==> src/rtl/acq_scheduler.sv <==
// Acquisition sequencer: walks a small slot table, driving the AZ mux, the precharge switch
// and the ADC reset/valid handshake, with a per-sample measurement timeout.
module acq_scheduler #(
  parameter int N_SLOTS = 4,
  parameter int CNT_W   = 24,
  localparam int SLOT_W = $clog2(N_SLOTS)
) (
  input  logic              clk,
  input  logic              reset_n,
  input  logic              start_i,
  input  logic              stop_i,
  input  logic              continuous_i,
  input  logic [SLOT_W:0]   n_slots_i,
  input  logic              cfg_we_i,
  input  logic [SLOT_W-1:0] cfg_addr_i,
  input  logic [5:0]        cfg_data_i,
  input  logic [CNT_W-1:0]  p_clk_count_precharge_i,
  input  logic [CNT_W-1:0]  timeout_i,
  input  logic              adc_measure_valid_i,
  output logic              adc_reset_no,
  output logic [3:0]        azmux_o,
  output logic [1:0]        sw_pc_ctl_o,
  output logic              busy_o,
  output logic              sample_valid_o,
  output logic [SLOT_W-1:0] sample_slot_o,
  output logic [15:0]       sample_count_o,
  output logic [2:0]        status_o
);

  typedef enum logic [2:0] {
    S_IDLE, S_PC_BOOT, S_AZMUX, S_PC_SIG, S_MEASURE, S_NEXT
  } state_t;

  localparam logic [SLOT_W:0]   ONE_N = 1;
  localparam logic [SLOT_W-1:0] ONE_S = 1;
  localparam logic [CNT_W-1:0]  ONE_C = 1;
  localparam logic [SLOT_W:0]   MAX_N = (SLOT_W+1)'(N_SLOTS);

  state_t            state, next_state;
  logic [5:0]        slot_table [N_SLOTS];
  logic [CNT_W-1:0]  cnt;
  logic [SLOT_W-1:0] slot, slot_next;
  logic [SLOT_W:0]   n_active;
  logic [3:0]        cur_az;
  logic [1:0]        cur_pc;
  logic              stop_seen, running, timeout_err, sample_seen;
  logic              cnt_zero, last_slot;

  assign cnt_zero = (cnt == '0);
  assign busy_o   = running;
  assign status_o = {timeout_err, running, sample_seen};

  // Slot count of 0 runs one slot; anything above the table size runs the whole table.
  always_comb begin
    // NOTE: every signal assigned in always_comb gets a default first, so no latch is inferred.
    n_active = n_slots_i;
    if (n_slots_i == '0)
      n_active = ONE_N;
    else if (n_slots_i > MAX_N)
      n_active = MAX_N;
  end

  assign last_slot = ({1'b0, slot} == (n_active - ONE_N));
  assign slot_next = last_slot ? '0 : slot + ONE_S;

  always_ff @(posedge clk) begin
    // NOTE: sequential state uses non-blocking assignments so every flop samples pre-edge values.
    if (!reset_n) state <= S_IDLE;
    else          state <= next_state;
  end

  always_comb begin
    next_state = state;
    case (state)
      S_IDLE:    if (start_i && !stop_i) next_state = S_PC_BOOT;
      S_PC_BOOT: if (cnt_zero) next_state = S_AZMUX;
      S_AZMUX:   if (cnt_zero) next_state = S_PC_SIG;
      S_PC_SIG:  if (cnt_zero) next_state = S_MEASURE;
      S_MEASURE: begin
        // A valid arriving on the last timeout cycle still counts as a sample.
        if (adc_measure_valid_i) next_state = S_NEXT;
        else if (cnt_zero)       next_state = S_IDLE;
      end
      S_NEXT: begin
        if (stop_seen || (last_slot && !continuous_i)) next_state = S_IDLE;
        else                                           next_state = S_PC_BOOT;
      end
      default: next_state = S_IDLE;
    endcase
  end

  always_ff @(posedge clk) begin
    if (!reset_n) begin
      // NOTE: the slot table is a register array cleared by reset, so it cannot map onto RAM.
      for (int i = 0; i < N_SLOTS; i++) slot_table[i] <= '0;
      cnt            <= '0;
      slot           <= '0;
      cur_az         <= '0;
      cur_pc         <= '0;
      stop_seen      <= 1'b0;
      running        <= 1'b0;
      timeout_err    <= 1'b0;
      sample_seen    <= 1'b0;
      adc_reset_no   <= 1'b0;
      azmux_o        <= '0;
      sw_pc_ctl_o    <= '0;
      sample_valid_o <= 1'b0;
      sample_slot_o  <= '0;
      sample_count_o <= '0;
    end else begin
      sample_valid_o <= 1'b0;
      if (cfg_we_i && !running) slot_table[cfg_addr_i] <= cfg_data_i;
      if (state != S_IDLE && stop_i) stop_seen <= 1'b1;

      // One down-counter serves both the phase dwell and the measurement timeout.
      if (next_state != state)
        cnt <= (next_state == S_MEASURE) ? timeout_i : p_clk_count_precharge_i;
      else if (!cnt_zero)
        cnt <= cnt - ONE_C;

      case (state)
        S_IDLE: begin
          if (next_state == S_PC_BOOT) begin
            sample_count_o   <= '0;
            timeout_err      <= 1'b0;
            running          <= 1'b1;
            stop_seen        <= 1'b0;
            slot             <= '0;
            {cur_az, cur_pc} <= slot_table[0];
            sw_pc_ctl_o      <= 2'b00;
          end
        end
        S_PC_BOOT: if (cnt_zero) azmux_o <= cur_az;
        S_AZMUX:   if (cnt_zero) sw_pc_ctl_o <= cur_pc;
        S_PC_SIG:  if (cnt_zero) adc_reset_no <= 1'b1;
        S_MEASURE: begin
          if (adc_measure_valid_i) begin
            adc_reset_no   <= 1'b0;
            sample_valid_o <= 1'b1;
            sample_slot_o  <= slot;
            sample_count_o <= sample_count_o + 16'd1;
            sample_seen    <= 1'b1;
          end else if (cnt_zero) begin
            adc_reset_no <= 1'b0;
            timeout_err  <= 1'b1;
            running      <= 1'b0;
          end
        end
        S_NEXT: begin
          if (next_state == S_IDLE) begin
            running <= 1'b0;
          end else begin
            slot             <= slot_next;
            {cur_az, cur_pc} <= slot_table[slot_next];
            sw_pc_ctl_o      <= 2'b00;
          end
        end
        default: ;
      endcase
    end
  end

endmodule

==> config.mk <==
export PLATFORM = sky130hd
export DESIGN_NAME = acq_scheduler
export DESIGN_NICKNAME = d
export VERILOG_FILES = /design/src/rtl/acq_scheduler.sv
export SDC_FILE = /design/constraint.sdc
export NUM_CORES = 1
export LEC_CHECK = 0
export CORE_MARGIN = 2
export CORE_UTILIZATION = 40
export CTS_CLUSTER_DIAMETER = 120
export CTS_CLUSTER_SIZE = 24
export DETAILED_ROUTE_END_ITERATION = 16
export PLACE_DENSITY = 0.63
export REMOVE_ABC_BUFFERS = 1
export SLEW_MARGIN = 15
export SYNTH_ARGS = -nofsm -noshare
export SYNTH_HDL_FRONTEND = slang
export SYNTH_SLANG_ARGS = --single-unit
export TNS_END_PERCENT = 50
==> constraint.sdc <==
create_clock -name clk -period 3.4 [get_ports clk]
set_input_delay 0.51 -clock clk [delete_from_list [all_inputs] [get_ports clk]]
set_output_delay 0.51 -clock clk [all_outputs]
set_load 0.01 [all_outputs]
==> results of run 1 <==
-- through the flow --
step | setup WS [ns] | cells | power (mW)
floorplan | 0.517 | 471 | 1.54
global placement | 0.0854 | 720 | 1.70
detailed placement | -0.0659 | 720 | 1.71
CTS | 0.260 | 736 | 2.80
global route | 0.0738 | 736 | 2.91
finish | 0.333 | 736 | 2.78
-- critical path, delay by kind of cell --
family / cells / cell delay (ns)
xor gates and xnor gates: 1 / 0.17
AOI/OAI and AO/OA: 3 / 0.59
and+or+nand+nor: 5 / 1.29
buffers and inverters: 1 / 0.41
adders and majority gates: 1 / 0.30
-- cell families (layout without fill, tap and decap cells) --
| family | Yosys count | after routing | synth area share [%] |
|---|---|---|---|
| simple gates | 203 | 203 | 23.7 |
| compound gates | 107 | 107 | 13.9 |
| flops | 89 | 89 | 43.9 |
| mux | 35 | 35 | 7.90 |
| buf+inv | 30 | 127 | 4.32 |
| xor+xnor | 29 | 29 | 5.51 |
| fa+ha+maj | 3 | 3 | 0.815 |
-- worst paths after layout --
kind | startpoint | to | slack (ns) | cells after the start
min | cur_pc[0] | sw_pc_ctl_o[0] | 0.46 | 2
min reg2reg | cur_pc[0] | sw_pc_ctl_o[0] | 0.46 | 2
max reg2reg | cnt[15] | cnt[15] | 0.57 | 7
max | n_slots_i[1] | cur_pc[0] | 0.33 | 11
-- synthesized netlist by cell type (7+ instances only) --
library cell  count  area (µm²)
nor2_1           48         180
nand3_1           9        45.0
and2_1           24         150
a21oi_1          39         195
xnor2_1           9        78.8
a211oi_1         13        97.6
mux2i_1          33         330
o21ai_0          31         155
dfxtp_1          65        1300
clkbuf_1          9        33.8
edfxtp_1         24         721
xor2_1           20         175
nand2b_1          8        50.1
nand4_1           7        43.8
nor3_1           18        90.1
nand2_1          40         150
nor2b_1           7        43.8
-- power by group --
part | internal, mW | total (mW) | switching, mW
clock | 0.650 | 1.09 | 0.440
combinational | 0.237 | 0.464 | 0.227
sequential | 1.16 | 1.23 | 0.0660
total | 2.05 | 2.78 | 0.733
-- state kept, by name (all words and copies together), names as in the netlist, 2 cells and up --
signal / flops
cnt: 24
slot_table: 24
sample_count_o: 16
azmux_o: 4
cur_az: 4
state: 3
cur_pc: 2
sample_slot_o: 2
slot: 2
sw_pc_ctl_o: 2
-- cell usage in the layout (no fill, tap or decap), types with 2 or more instances in the layout --
master and n:
mux2i_1 33, inv_1 4, nor2b_1 7, a21oi_1 39
nand3_1 9, o22ai_1 3, nand3b_1 4, nor4_1 5
nand2b_1 8, clkbuf_16 9, xor2_1 20, nand4_1 7
nor3_1 18, or3_1 4, nor3b_1 4, or2_2 4
or4_1 2, or3_2 2, nor4_2 2, buf_4 10
a21o_1 4, a211oi_1 13, xnor2_1 9, nor2_1 48
o21ai_0 31, bufinv_16 2, dfxtp_1 65, clkdlybuf4s50_1 95
a221oi_1 5, nand2_1 40, inv_6 3, and2_1 24
and4b_1 2, ha_1 3, edfxtp_1 24, o21a_1 2
-- cell type report --
type	count	area [µm²]	share of cell area [%]
Tap cell	143	179	2.99
Clock inverter	7	98.8	1.65
Sequential cell	89	2020	33.8
Multi-Input combinational cell	377	2390	40.0
Inverter	5	18.8	0.314
Timing Repair Buffer	106	1050	17.5
Clock buffer	9	225	3.76
-- routing by layer --
metal  GRT usage, %  vias to the layer above  part of all wire [%]
met4           5.27                        0                   1.4
met1           24.0                     1823                    47
met3           3.92                       18                   4.9
met2           29.4                      100                    47
met5              0                        -                     0
li1               -                     1983                     -
==> impl_metrics.env, run 1 <==
export IMPL_drv_slew=0
export IMPL_min_period_over_period_pct=90.2
export IMPL_cts_root_buf="clkbuf_16"
export IMPL_tightest_slew_ns=0.969
export IMPL_syn_area_mm2=0.00461
export IMPL_std_cell_rows=39
export IMPL_path_clk_slew_ns=0.06
export IMPL_numPortBuffers=95
export IMPL_path_cells="clkdlybuf4s50_1 > nor2b_1 > or2_2 > ha_1 > xnor2_1 > nor3_1 > o21ai_0 > a21oi_1 > or4_1 > a221oi_1 > nor2_1"
export IMPL_rsz0062_at_grt="false"
export IMPL_crit_type="in2reg"
export IMPL_die_w_um=111
export IMPL_hold_violations=0
export IMPL_max_cap_viol_count=0
export IMPL_drt_wirelength_per_cell_um=14.8
export IMPL_required_ns=3.62
export IMPL_drc=0
export IMPL_finalCriticalPeriod_ns=3.07
export IMPL_diodes=0
export IMPL_cts_buffer_depth=2
export IMPL_drive_above_1_share_pct=7.59
export IMPL_stdcell_area_mm2=0.00598
export IMPL_drt_pass1_iterations=4
export IMPL_ctsHtreeMaxLevel=3
export IMPL_fmax_ghz=0.326
export IMPL_syn_instance_count=496
export IMPL_cp_start_kind="input pin"
export IMPL_synth_area_per_cell_um2=9.29
export IMPL_dr_first_iter_drc_count=176
export IMPL_grt_pass1_wl_um=18300
export IMPL_fin_nets=657
export IMPL_end_kind="flip-flop"
export IMPL_crit_path_max_fanout=9
export IMPL_status="finished clean"
export IMPL_cts_tree="built"
export IMPL_initial_utilization_pct=40.7
export IMPL_via_per_inst=5.33
export IMPL_crit_arrival_ns=3.29
export IMPL_cpPeakStageDelay_ns=0.71
export IMPL_cp_slowest_cell="or4_1"
export IMPL_grtUsageTotal_pct=18.0
export IMPL_yosys_warnings=0
export IMPL_setup_viol=0
export IMPL_clock_sinks=89
export IMPL_setup_tns_ns=0
export IMPL_synth_edf_count=24
export IMPL_numCtsBuffers=9
export IMPL_skew_ns=0.00673
export IMPL_die_h_um=111
export IMPL_yosysUniqueCellTypes=66
export IMPL_ys_seq_area_share_pct=43.9
export IMPL_antenna_found_initial=0
export IMPL_yosys_most_used_dff="dfxtp_1"
export IMPL_grt_max_degree=39
export IMPL_cts_resized=0
export IMPL_ant_nets=0
export IMPL_place_congestion=0.832
export IMPL_clock_latency_ns=0.34
export IMPL_irDropWorstVdd_uv=275
export IMPL_async_reset_ff_share_pct=0
export IMPL_die_area_mm2=0.0124
export IMPL_utilization_pct=52.9
export IMPL_routed_wl_um=10900
export IMPL_slew_headroom_pct=34.7
export IMPL_globalRouteOverflowTotal=0
export IMPL_fill_cells=1086
export IMPL_leakage_nw=2.30
export IMPL_ctsHoldBuffers=0
export IMPL_num_vias=3924
export IMPL_fin_hold_ws_ns=0.463
export IMPL_io_pins=96
export IMPL_postCtsSetupRepairBufs=0
export IMPL_synth_seq_cells=89
export IMPL_place_area_mm2=0.00565
export IMPL_grt_pass1_vias=3781
export IMPL_hpwl_um=7860
export IMPL_holdCritPathClass="reg2reg"
export IMPL_core_area_mm2=0.0113
export IMPL_area_growth_pct=29.8
export IMPL_power_density_mw_per_mm2=465
No activity file was read; power rests on OpenSTA's default activity.
==> inputs of run 2 (changes only) <==
--- a/config.mk
+++ b/config.mk
@@ -5,6 +5,7 @@
 export SDC_FILE = /design/constraint.sdc
 export NUM_CORES = 1
 export LEC_CHECK = 0
+export CORE_ASPECT_RATIO = 1.2
 export CORE_MARGIN = 2
 export CORE_UTILIZATION = 40
 export CTS_CLUSTER_DIAMETER = 120
==> constraint.sdc (replaced) <==
create_clock -name clk -period 3.4 [get_ports clk]
set_input_delay 0.85 -clock clk [delete_from_list [all_inputs] [get_ports clk]]
set_output_delay 0.85 -clock clk [all_outputs]
set_load 0.01 [all_outputs]
==> impl_metrics.env, run 2 (synthesized netlist as in run 1, its figures left out) <==
export IMPL_grt_use_met1_pct=23.1
export IMPL_grt_pass1_vias=3809
export IMPL_dr_first_iter_drc_count=108
export IMPL_detailedPlace_worstSlack_ns=-0.351
export IMPL_io_pins=96
export IMPL_antenna_found_initial=0
export IMPL_finalCriticalPeriod_ns=3.12
export IMPL_drv_slew=0
export IMPL_numPortBuffers=95
export IMPL_min_period_over_period_pct=91.8
export IMPL_max_cap_viol_count=0
export IMPL_skew_ns=0.00618
export IMPL_rsz0062_at_grt="false"
export IMPL_final_common_cell="clkdlybuf4s50_1"
export IMPL_num_vias=3902
export IMPL_cts_buffer_depth=2
export IMPL_leakage_nw=2.34
export IMPL_die_h_um=122
export IMPL_grtUsageTotal_pct=18.2
export IMPL_drt_wirelength_per_cell_um=14.6
export IMPL_slew_headroom_pct=46.9
export IMPL_path_cells="clkdlybuf4s50_1 > nor2b_1 > or2_2 > ha_1 > xnor2_1 > nor3_1 > o21ai_1 > a21oi_2 > or4_4 > a221oi_1 > nor2_1"
export IMPL_irDropWorstVdd_uv=227
export IMPL_required_ns=3.63
export IMPL_postCtsSetupRepairBufs=0
export IMPL_die_area_mm2=0.0124
export IMPL_reg_largest_list="cnt (24), slot_table (24), sample_count_o (16)"
export IMPL_most_common_layout_cells="clkdlybuf4s50_1 (95), dfxtp_1 (65), nor2_1 (48)"
export IMPL_cts_root_buf="clkbuf_16"
export IMPL_numCtsBuffers=9
export IMPL_crit_type="in2reg"
export IMPL_status="finished clean"
export IMPL_utilization_pct=54.5
export IMPL_crit_path_max_fanout=9
export IMPL_area_growth_pct=31.7
export IMPL_cp_slowest_cell="or4_4"
export IMPL_finalWorstSetupSlack_ns=0.279
export IMPL_setup_viol=0
export IMPL_grt_busiest_layer="met2"
export IMPL_cp_start_kind="input pin"
export IMPL_power_density_mw_per_mm2=458
export IMPL_end_kind="flip-flop"
export IMPL_use_met3_pct=2.41
export IMPL_clock_sinks=89
export IMPL_fin_nets=664
export IMPL_cts_tree="built"
export IMPL_routed_wl_um=11000
export IMPL_std_cell_rows=42
export IMPL_cpPeakStageDelay_ns=0.50
export IMPL_grt_met2_usage_pct=31.8
export IMPL_drive_above_1_share_pct=8.83
export IMPL_drt_pass1_iterations=4
export IMPL_path_clk_slew_ns=0.06
export IMPL_holdCritPathClass="reg2reg"
export IMPL_die_w_um=102
export IMPL_hpwl_um=8030
export IMPL_ctsHtreeMaxLevel=3
export IMPL_fill_cells=1050
export IMPL_crit_arrival_ns=3.35
export IMPL_core_area_mm2=0.0111
export IMPL_globalRouteOverflowTotal=0
export IMPL_seqCellArea_mm2=0.00202
export IMPL_initial_utilization_pct=41.4
export IMPL_diodes=0
export IMPL_tightest_slew_ns=0.789
export IMPL_grt_pass1_wl_um=17900
export IMPL_clock_latency_ns=0.34
export IMPL_multi_input_area_mm2=0.00240
export IMPL_fmax_ghz=0.320
export IMPL_hold_violations=0
export IMPL_ctsHoldBuffers=0
export IMPL_ant_nets=0
export IMPL_drc=0
export IMPL_grt_max_degree=39
export IMPL_place_congestion=0.853
export IMPL_via_per_inst=5.18
run 2: final cells by class:
type | count | area share, %
timing repair buffer | 113 | 18.3
clock inverter | 5 | 1.30
sequential | 89 | 33.3
inverter | 5 | 0.309
multi-input combinational | 377 | 39.6
tap | 154 | 3.18
clock buffer | 11 | 4.00
run 2: what timing repair did:
item | CTS | global route
endpoints found under the hold margin | 0 | 0
endpoints found under the setup margin | 1 | 15
cloned | 0 | 0
pin swaps | 0 | 2
resized for setup | 1 | 3
run 2: where the power goes:
part           switching [mW]  internal [mW]
clock                   0.411          0.663
sequential             0.0673           1.16
combinational           0.232          0.244
run 2: per-layer routing:
| metal | wire, µm | up-vias |
|---|---|---|
| met5 | 0 | - |
| met4 | 169 | 0 |
| met3 | 402 | 13 |
| met2 | 5490 | 78 |
| met1 | 4980 | 1825 |
| li1 | - | 1986 |
run 2: final timing paths:
path	startpoint	endpoint	slack [ns]	cells after the start
hold / removal	cur_pc[1]	sw_pc_ctl_o[1]	0.47	2
setup / recovery	n_slots_i[1]	cur_az[0]	0.28	11
hold reg to reg	cur_pc[1]	sw_pc_ctl_o[1]	0.47	2
setup reg to reg	cnt[15]	cnt[7]	0.72	8
run 2: worst max-delay path: cells and delay by family:
kind,cells,cell delay (ns)
AO/OA/AOI/OAI,3,0.53
XOR/XNOR,1,0.18
adder cells (fa/ha/maj),1,0.31
buffers and inverters,1,0.41
AND/OR/NAND/NOR,5,1.05
run 2: per-stage QoR:
step | TNS (ns) | hold slack (ns) | power [mW] | cells | instance area [µm²]
6_report | 0 | 0.466 | 2.78 | 754 | 6070
2_1_floorplan | 0 | 0.433 | 1.54 | 471 | 4430
3_5_place_dp | -4.81 | 0.452 | 1.72 | 738 | 5730
3_3_place_gp | -3.58 | 0.454 | 1.71 | 738 | 5730
4_1_cts | 0 | 0.467 | 2.80 | 754 | 6060
5_1_grt | 0 | 0.490 | 2.90 | 754 | 6070
==> inputs of run 3 (changes only) <==
--- a/config.mk
+++ b/config.mk
@@ -8,9 +8,9 @@
 export CORE_ASPECT_RATIO = 1.2
 export CORE_MARGIN = 2
 export CORE_UTILIZATION = 40
-export CTS_CLUSTER_DIAMETER = 120
 export CTS_CLUSTER_SIZE = 24
 export DETAILED_ROUTE_END_ITERATION = 16
+export GPL_ROUTABILITY_DRIVEN = 0
 export PLACE_DENSITY = 0.63
 export REMOVE_ABC_BUFFERS = 1
 export SLEW_MARGIN = 15
==> results of run 3 <==
Same layout as run 2: the final DEF is identical, and so are final timing and power.
